--- config.mk ---
export PLATFORM = sky130hd
export DESIGN_NAME = mem_bus_arbiter_flat
export DESIGN_NICKNAME = d
export VERILOG_FILES = /design/src/rtl/mem_bus_arbiter_if.sv /design/src/rtl/mem_bus_arbiter.sv /design/src/flat_wrapper.sv
export SDC_FILE = /design/constraint.sdc
export NUM_CORES = 1
export LEC_CHECK = 0
export ABC_AREA = 1
export CORE_MARGIN = 10
export CORE_UTILIZATION = 53
export CTS_CLUSTER_SIZE = 16
export DETAILED_ROUTE_END_ITERATION = 8
export GPL_ROUTABILITY_DRIVEN = 0
export MAX_ROUTING_LAYER = met4
export PLACE_DENSITY_LB_ADDON = 0.3
export REMOVE_ABC_BUFFERS = 1
export SYNTH_ARGS = -nofsm -noshare
export SYNTH_HDL_FRONTEND = slang
export SYNTH_SLANG_ARGS = --single-unit
export TNS_END_PERCENT = 100
--- constraint.sdc ---
create_clock -name clk_in -period 3.2 [get_ports clk_in]
set_input_delay 0.64 -clock clk_in [delete_from_list [all_inputs] [get_ports clk_in]]
set_output_delay 0.64 -clock clk_in [all_outputs]
set_load 0.03 [all_outputs]
--- src/rtl/mem_bus_arbiter_if.sv ---
// Core-side and pin-side signals of the external memory bus arbiter.
// The arbiter connects through the slave modport. The core, the RAM/IO pins
// and the testbench connect through the master modport.
interface mem_bus_arbiter_if;
  // Global qualifiers
  logic        rdy_in;
  logic        clear;

  // External RAM/IO pins
  logic [7:0]  mem_din;
  logic [7:0]  mem_dout;
  logic [31:0] mem_a;
  logic        mem_wr;
  logic        io_buffer_full;

  // Instruction-fetch requester
  logic        if_req;
  logic [31:0] if_addr;
  logic        if_done;
  logic [31:0] if_data;

  // Load/store buffer requester
  logic        ls_req;
  logic        ls_we;
  logic [1:0]  ls_size;
  logic        ls_signed;
  logic [31:0] ls_addr;
  logic [31:0] ls_wdata;
  logic        ls_done;
  logic [31:0] ls_rdata;

  // Status
  logic        busy;

  modport slave (
    input  rdy_in, clear, mem_din, io_buffer_full,
           if_req, if_addr,
           ls_req, ls_we, ls_size, ls_signed, ls_addr, ls_wdata,
    output mem_dout, mem_a, mem_wr,
           if_done, if_data, ls_done, ls_rdata, busy
  );

  modport master (
    output rdy_in, clear, mem_din, io_buffer_full,
           if_req, if_addr,
           ls_req, ls_we, ls_size, ls_signed, ls_addr, ls_wdata,
    input  mem_dout, mem_a, mem_wr,
           if_done, if_data, ls_done, ls_rdata, busy
  );
endinterface

--- src/rtl/mem_bus_arbiter.sv ---
// mem_bus_arbiter: sole owner of the byte-wide external RAM/IO bus.
// It grants either the instruction fetcher or the load/store buffer, splits
// the access into 1-4 byte beats, assembles and extends read data, and
// returns it with a one-cycle done pulse.
// Build option: define ARB_ROUND_ROBIN_EN to alternate grants when both
// requesters contend. Without it the load/store buffer always wins.
module mem_bus_arbiter #(
  parameter int unsigned IF_BYTES = 4,
  parameter logic [1:0]  IO_SEL   = 2'b11
) (
  input logic              clk_in,
  input logic              rst_in,
  mem_bus_arbiter_if.slave bus
);

  typedef enum logic [1:0] {IDLE, READ, WRITE, DONE} state_t;

  localparam logic [2:0] IF_BEATS = (IF_BYTES == 2) ? 3'd2 : 3'd4;

  state_t      state;
  logic        owner_ls;    // 1 = load/store owns the transaction
  logic [2:0]  beats;       // bytes in this transaction
  logic [2:0]  cnt;         // beat index (WRITE) or cycle index (READ)
  logic [31:0] base;
  logic [31:0] wdata_q;
  logic [1:0]  size_q;
  logic        signed_q;
  logic        io_q;        // store targets the IO window
  logic        wr_q;
  logic [31:0] rbuf;
  logic [31:0] mem_a_q;
  logic [7:0]  dout_q;
  logic        if_done_q;
  logic        ls_done_q;
  logic [31:0] if_data_q;
  logic [31:0] ls_rdata_q;

  logic        frz_q;       // previous cycle was frozen
  logic [7:0]  din_hold;    // byte present on mem_din when the freeze began

`ifdef ARB_ROUND_ROBIN_EN
  logic        prio_ls;     // 1 = load/store wins the next contended grant
`endif

  logic        grant_ls;
  logic        grant_if;
  logic        io_stall;
  logic [7:0]  cap_byte;
  logic [1:0]  cap_idx;
  logic [1:0]  nxt_idx;
  logic [31:0] rbuf_next;
  logic [31:0] load_ext;

  function automatic logic [2:0] ls_beats(input logic [1:0] sz);
    case (sz)
      2'd0:    return 3'd1;
      2'd1:    return 3'd2;
      default: return 3'd4;   // word; the illegal size 3 is treated as word
    endcase
  endfunction

  // Pick the winner among pending requests. A flush in the same cycle blocks any grant.
  always_comb begin
    // NOTE: every variable gets a default first so no path can infer a latch.
    grant_ls = 1'b0;
    grant_if = 1'b0;
    if (!bus.clear) begin
`ifdef ARB_ROUND_ROBIN_EN
      if (bus.ls_req && bus.if_req) begin
        grant_ls = prio_ls;
        grant_if = !prio_ls;
      end else begin
        grant_ls = bus.ls_req;
        grant_if = bus.if_req;
      end
`else
      grant_ls = bus.ls_req;
      grant_if = bus.if_req && !bus.ls_req;
`endif
    end
  end

  assign io_stall = io_q && bus.io_buffer_full;

  // After a freeze, mem_din already shows the data for the held address,
  // so the byte owed to the pending capture comes from the snapshot.
  assign cap_byte = frz_q ? din_hold : bus.mem_din;
  assign cap_idx  = 2'(cnt - 3'd1);
  assign nxt_idx  = 2'(cnt + 3'd1);

  // Read buffer with the byte captured in this cycle merged in.
  always_comb begin
    rbuf_next = rbuf;
    if (cnt != 3'd0) rbuf_next[{cap_idx, 3'b000} +: 8] = cap_byte;
  end

  // Sign- or zero-extend the assembled load to 32 bits.
  always_comb begin
    case (size_q)
      2'd0:    load_ext = {{24{signed_q & rbuf_next[7]}},  rbuf_next[7:0]};
      2'd1:    load_ext = {{16{signed_q & rbuf_next[15]}}, rbuf_next[15:0]};
      default: load_ext = rbuf_next;
    endcase
  end

  // Keep the mem_din byte from the first frozen cycle for use on resume.
  always_ff @(posedge clk_in or negedge rst_in) begin
    if (!rst_in) begin
      frz_q    <= 1'b0;
      din_hold <= 8'h00;
    end else if (!bus.rdy_in) begin
      frz_q <= 1'b1;
      if (!frz_q) din_hold <= bus.mem_din;
    end else begin
      frz_q <= 1'b0;
    end
  end

  // Transaction FSM. It drives every registered bus and done output and holds everything while rdy_in is low.
  always_ff @(posedge clk_in or negedge rst_in) begin
    if (!rst_in) begin
      // NOTE: non-blocking assignments make every register update from pre-edge values.
      state      <= IDLE;
      owner_ls   <= 1'b0;
      beats      <= 3'd0;
      cnt        <= 3'd0;
      base       <= 32'h0;
      wdata_q    <= 32'h0;
      size_q     <= 2'd0;
      signed_q   <= 1'b0;
      io_q       <= 1'b0;
      wr_q       <= 1'b0;
      rbuf       <= 32'h0;
      mem_a_q    <= 32'h0;
      dout_q     <= 8'h00;
      if_done_q  <= 1'b0;
      ls_done_q  <= 1'b0;
      if_data_q  <= 32'h0;
      ls_rdata_q <= 32'h0;
`ifdef ARB_ROUND_ROBIN_EN
      prio_ls    <= 1'b1;
`endif
    end else if (bus.rdy_in) begin
      case (state)
        IDLE: begin
          if (grant_ls || grant_if) begin
            owner_ls <= grant_ls;
            base     <= grant_ls ? bus.ls_addr : bus.if_addr;
            mem_a_q  <= grant_ls ? bus.ls_addr : bus.if_addr;
            beats    <= grant_ls ? ls_beats(bus.ls_size) : IF_BEATS;
            cnt      <= 3'd0;
            rbuf     <= 32'h0;
            wdata_q  <= bus.ls_wdata;
            size_q   <= bus.ls_size;
            signed_q <= bus.ls_signed;
            io_q     <= grant_ls && (bus.ls_addr[17:16] == IO_SEL);
`ifdef ARB_ROUND_ROBIN_EN
            prio_ls  <= grant_if;
`endif
            if (grant_ls && bus.ls_we) begin
              state  <= WRITE;
              wr_q   <= 1'b1;
              dout_q <= bus.ls_wdata[7:0];
            end else begin
              state  <= READ;
            end
          end
        end

        READ: begin
          if (bus.clear) begin
            state <= IDLE;
          end else begin
            rbuf <= rbuf_next;
            if (cnt == beats) begin
              state <= DONE;
              if (owner_ls) begin
                ls_done_q  <= 1'b1;
                ls_rdata_q <= load_ext;
              end else begin
                if_done_q  <= 1'b1;
                if_data_q  <= rbuf_next;
              end
            end else begin
              if (cnt + 3'd1 < beats) mem_a_q <= base + 32'(cnt) + 32'd1;
              cnt <= cnt + 3'd1;
            end
          end
        end

        WRITE: begin
          // A store is already committed, so clear does not abort it.
          if (!io_stall) begin
            if (cnt + 3'd1 < beats) begin
              cnt     <= cnt + 3'd1;
              mem_a_q <= base + 32'(cnt) + 32'd1;
              dout_q  <= wdata_q[{nxt_idx, 3'b000} +: 8];
            end else begin
              state     <= DONE;
              wr_q      <= 1'b0;
              ls_done_q <= 1'b1;
            end
          end
        end

        DONE: begin
          state     <= IDLE;
          if_done_q <= 1'b0;
          ls_done_q <= 1'b0;
        end

        default: state <= IDLE;
      endcase
    end
  end

  assign bus.mem_a    = mem_a_q;
  assign bus.mem_dout = dout_q;
  assign bus.mem_wr   = wr_q & bus.rdy_in & ~io_stall;
  assign bus.if_done  = if_done_q;
  assign bus.ls_done  = ls_done_q;
  assign bus.if_data  = if_data_q;
  assign bus.ls_rdata = ls_rdata_q;
  assign bus.busy     = (state != IDLE);

endmodule
--- src/flat_wrapper.sv ---
// flat-port wrapper written by rule: the top's interface ports become plain ports
module mem_bus_arbiter_flat 
#(
  parameter int unsigned IF_BYTES = 4,
  parameter logic [1:0]  IO_SEL   = 2'b11
)
  (clk_in, rst_in, bus_rdy_in, bus_clear, bus_mem_din, bus_io_buffer_full, bus_if_req, bus_if_addr, bus_ls_req, bus_ls_we, bus_ls_size, bus_ls_signed, bus_ls_addr, bus_ls_wdata, bus_mem_dout, bus_mem_a, bus_mem_wr, bus_if_done, bus_if_data, bus_ls_done, bus_ls_rdata, bus_busy);
  mem_bus_arbiter_if bus_i ();
  input logic clk_in;
  input logic rst_in;
  input wire logic [$bits(bus_i.rdy_in)-1:0] bus_rdy_in;
  input wire logic [$bits(bus_i.clear)-1:0] bus_clear;
  input wire logic [$bits(bus_i.mem_din)-1:0] bus_mem_din;
  input wire logic [$bits(bus_i.io_buffer_full)-1:0] bus_io_buffer_full;
  input wire logic [$bits(bus_i.if_req)-1:0] bus_if_req;
  input wire logic [$bits(bus_i.if_addr)-1:0] bus_if_addr;
  input wire logic [$bits(bus_i.ls_req)-1:0] bus_ls_req;
  input wire logic [$bits(bus_i.ls_we)-1:0] bus_ls_we;
  input wire logic [$bits(bus_i.ls_size)-1:0] bus_ls_size;
  input wire logic [$bits(bus_i.ls_signed)-1:0] bus_ls_signed;
  input wire logic [$bits(bus_i.ls_addr)-1:0] bus_ls_addr;
  input wire logic [$bits(bus_i.ls_wdata)-1:0] bus_ls_wdata;
  output wire logic [$bits(bus_i.mem_dout)-1:0] bus_mem_dout;
  output wire logic [$bits(bus_i.mem_a)-1:0] bus_mem_a;
  output wire logic [$bits(bus_i.mem_wr)-1:0] bus_mem_wr;
  output wire logic [$bits(bus_i.if_done)-1:0] bus_if_done;
  output wire logic [$bits(bus_i.if_data)-1:0] bus_if_data;
  output wire logic [$bits(bus_i.ls_done)-1:0] bus_ls_done;
  output wire logic [$bits(bus_i.ls_rdata)-1:0] bus_ls_rdata;
  output wire logic [$bits(bus_i.busy)-1:0] bus_busy;
  assign bus_i.rdy_in = bus_rdy_in;
  assign bus_i.clear = bus_clear;
  assign bus_i.mem_din = bus_mem_din;
  assign bus_i.io_buffer_full = bus_io_buffer_full;
  assign bus_i.if_req = bus_if_req;
  assign bus_i.if_addr = bus_if_addr;
  assign bus_i.ls_req = bus_ls_req;
  assign bus_i.ls_we = bus_ls_we;
  assign bus_i.ls_size = bus_ls_size;
  assign bus_i.ls_signed = bus_ls_signed;
  assign bus_i.ls_addr = bus_ls_addr;
  assign bus_i.ls_wdata = bus_ls_wdata;
  assign bus_mem_dout = bus_i.mem_dout;
  assign bus_mem_a = bus_i.mem_a;
  assign bus_mem_wr = bus_i.mem_wr;
  assign bus_if_done = bus_i.if_done;
  assign bus_if_data = bus_i.if_data;
  assign bus_ls_done = bus_i.ls_done;
  assign bus_ls_rdata = bus_i.ls_rdata;
  assign bus_busy = bus_i.busy;
  mem_bus_arbiter #(.IF_BYTES(IF_BYTES), .IO_SEL(IO_SEL)) u_core (.clk_in(clk_in), .rst_in(rst_in), .bus(bus_i));
endmodule
==> results by group <==
Status
  – Status: complete, no violations

Synthesis
  – Register area share after synthesis: 48.4%
  – #FFs+latches synth: 225
  – Post-Syn Area: roughly 12000 um^2
  – YS warnings: 0
  – Post-Synthesis Cells: about 1600
  – Average footprint of a synthesized cell: between 7 and 8 um^2
  – Synth cell types: 32

Timing
  – Final Skew: 14.2 ps
  – Slew Viols, Final: 0
  – Endpoints failing hold: 0
  – Slew HR: 47.5%
  – Max Freq: around 0.35 GHz
  – Setup violators final: 0
  – Minimum clock period: approximately 2800 ps
  – Setup TNS Final: 0 ps
  – Actual slew at the worst max-slew pin: a little under 800 ps
  – RSZ-0062 raised after global routing: false
  – Hold WS: approximately 130 ps
  – Final worst-path cycle share: between 80% and 90%

Clock tree
  – H-tree Lvls: 1
  – CTS buffer count: 24
  – Post-CTS Setup Repair Bufs: 0
  – Hold_buf cts: 0
  – Clock Path Buffers: 3
  – Clk Tree Root Cell: clkbuf_16
  – Sink Count: 225
  – Clock-pin slew on the worst setup and hold paths: roughly 60 ps
  – Clk_lat worst skew: between 500 and 600 ps
  – TritonCTS clock tree: built
  – PostCTS Resize Cnt: 0

Placement
  – Dpl hpwl: between 20000 and 25000 um
  – I/O Buffers: 222

Route
  – Iteration-0 DRC Markers: about 840
  – DRC violations left: 0
  – Average vias per placed instance: 5.36
  – Routed wire per std cell: between 15 and 20 um
  – DR vias: between 10000 and 15000
  – Drt pass-1 iters: 6
  – Final WL: ~34000 um
  – Final antenna-violating net count: 0

Pwr
  – Seq pwr share: 33.6%
  – Pwr/cell area: ~850 nW/um^2
  – Internal power: 7.55 mW
  – Sw Ratio: about two fifths
  – Lkg Pwr: 7.46 nW
  – Sw Pwr: between 5 and 6 mW
  – Logic pwr share: between 40% and 50%
  – Worst ir drop on vdd: about 640 uV
  – Clock power share: 24.9%

Finish
  – Diode count: 0
  – Most frequent standard cell in the layout excluding fill and tap cells: nand2_1
  – Final core utilization: between 60 and 70%
  – Most frequent cells in the layout: nand2_1 (710), dfrtp_1 (225), clkdlybuf4s50_1 (220)
  – Nets: ~1900
  – Area Growth Syn to Fin: 29.6%
  – Layout cells sized above 1: 4.92%

Worst setup path
  – Startpoint types: flop
  – Buf+Inv Stages, Crit Path: 3
  – Crit Path Category: reg -> out
  – Critical Path, Cell by Cell: inv_1, ha_1, inv_1, clkdlybuf4s50_1
  – CP arrival: ~2200 ps
  – Most used cell, CP: inv_1
  – FF-to-FF Start: u_core.cnt[0]
  – Worst setup EP type: output port
  – Worst reg2reg endpoint: u_core.bus.ls_rdata[11]
  – Max incr delay on CP: 710 ps
  – Slowest cell on crit path: clkdlybuf4s50_1
  – Worst reg2reg setup slack: roughly 510 ps
  – CP delay by family, top: buffers and inverters
  – Cells on worst reg2reg path: 10
  – Max FO, Critical Path: 5
  – Worst EP required: 2560 ps

GRT
  – Largest net degree at the start of global routing: 85
  – Vias in the first global route: 11104
  – Gr usage total: approximately a quarter
  – Antenna violations before repair: 0
  – First-pass GRT wire length: approximately 56000 um
  – Total global routing overflow: 0

Die
  – I/O pin total: ~220
  – Die width: 168 um
  – Die height: between 150 and 200 um
  – Core Region: about 22000 um^2
  – Initial Util: between 50 and 60%
  – FP Rows: between 50 and 60
  – Die area: between 20000 and 30000 um^2

Job
  – Max-Cap Viols: 0

Hold path
  – Hold crit path type: in -> async
-- metal layers --
layer  global-route usage [%]  vias to the layer above  routed length (um)
met5                        -                        -                   0
met4                     7.42                        0                1130
met3                     5.05                       75                2510
met2                     39.7                      430               16400
met1                     29.2                     5231               14100
li1                         -                     5446                   -
-- metrics by stage --
stage | worst slack, ps | area [um^2] | cells | total power, mW
after global placement | 698 | 14200 | 2046 | 9.44
final | 378 | 15100 | 2088 | 12.8
after detailed placement | 555 | 14200 | 2046 | 9.61
after floorplan | -518 | 11300 | 1521 | 7.56
after global routing | 231 | 15100 | 2088 | 13.7
after CTS | 367 | 15100 | 2088 | 12.8
-- worst reg2reg max path: cells and delay by family (launching register included) --
| kind | cells | cell delay [ps] |
|---|---|---|
| AOI/OAI and AO/OA | 1 | 480 |
| DFF | 1 | 580 |
| and+or+nand+nor | 6 | 870 |
| buffers and inverters | 2 | 220 |
| adders and majority gates | 1 | 480 |
-- worst max-delay path by stage --
| stage | from | endpoint | slack [ps] | cells past startpoint |
|---|---|---|---|---|
| 2_1_floorplan | bus_clear | u_core.beats[2] | -520 | 7 |
| 3_3_place_gp | u_core.cnt[0] | u_core.bus.ls_rdata[23] | 700 | 10 |
| 3_5_place_dp | u_core.cnt[0] | u_core.bus.mem_dout[0] | 560 | 7 |
| 4_1_cts | u_core.state[0] | bus_busy | 370 | 4 |
| 5_1_grt | u_core.state[0] | bus_busy | 230 | 4 |
| 6_report | u_core.state[0] | bus_busy | 380 | 4 |
-- power by group through the flow --
stage          clock network [mW]  logic, mW  registers, mW
6_report                     3.19       5.33           4.30
4_1_cts                      3.21       5.33           4.28
3_5_place_dp                    0       5.30           4.31
2_1_floorplan                   0       2.77           4.80
3_3_place_gp                    0       5.15           4.29
5_1_grt                      3.31       5.94           4.41
-- area by class of cell --
cell class / instances / area, um^2
Multi-Input combinational cell: 1177 / 5280
Timing Repair Buffer: 245 / 2470
Clock buffer: 28 / 657
Fill cell: 1757 / 6600
Clock inverter: 14 / 250
Inverter: 119 / 447
Tap cell: 280 / 350
Sequential cell: 225 / 5630
-- kinds of logic (layout without fill, tap and decap cells) --
group | after synthesis | after routing | share of synthesized area (%)
simple gates | 957 | 957 | 32.9
buf+inv | 190 | 406 | 6.43
flops | 225 | 225 | 48.4
mux | 4 | 4 | 0.344
compound gates | 194 | 194 | 9.67
fa+ha+maj | 18 | 18 | 2.00
xor+xnor | 4 | 4 | 0.301
-- cells in the mapped netlist, drive strengths merged --
| master | n | area share, % |
|---|---|---|
| a21oi | 9 | 0.42 |
| a22o | 32 | 2.4 |
| a31oi | 6 | 0.32 |
| buf | 25 | 1.1 |
| clkbuf | 46 | 1.5 |
| dfrtp | 225 | 48 |
| fa | 1 | 0.17 |
| ha | 17 | 1.8 |
| inv | 119 | 3.8 |
| mux2i | 4 | 0.34 |
| nand2 | 712 | 23 |
| nand3 | 82 | 3.7 |
| nand3b | 1 | 0.065 |
| nand4 | 33 | 1.8 |
| nor2 | 127 | 4.2 |
| nor3b | 1 | 0.065 |
| o21a | 1 | 0.065 |
| o21ai | 138 | 6.0 |
| o22ai | 8 | 0.43 |
| or2 | 1 | 0.054 |
| xor2 | 4 | 0.30 |
-- flip-flops by register name (all words and copies together), names as in the netlist, 8 cells and up --
name,count
u_core.rbuf,32
u_core.base,32
u_core.bus.if_data,32
u_core.bus.ls_rdata,32
u_core.bus.mem_dout,8
u_core.wdata_q,32
u_core.din_hold,8
u_core.bus.mem_a,32
Power figures use the tool's default switching activity.
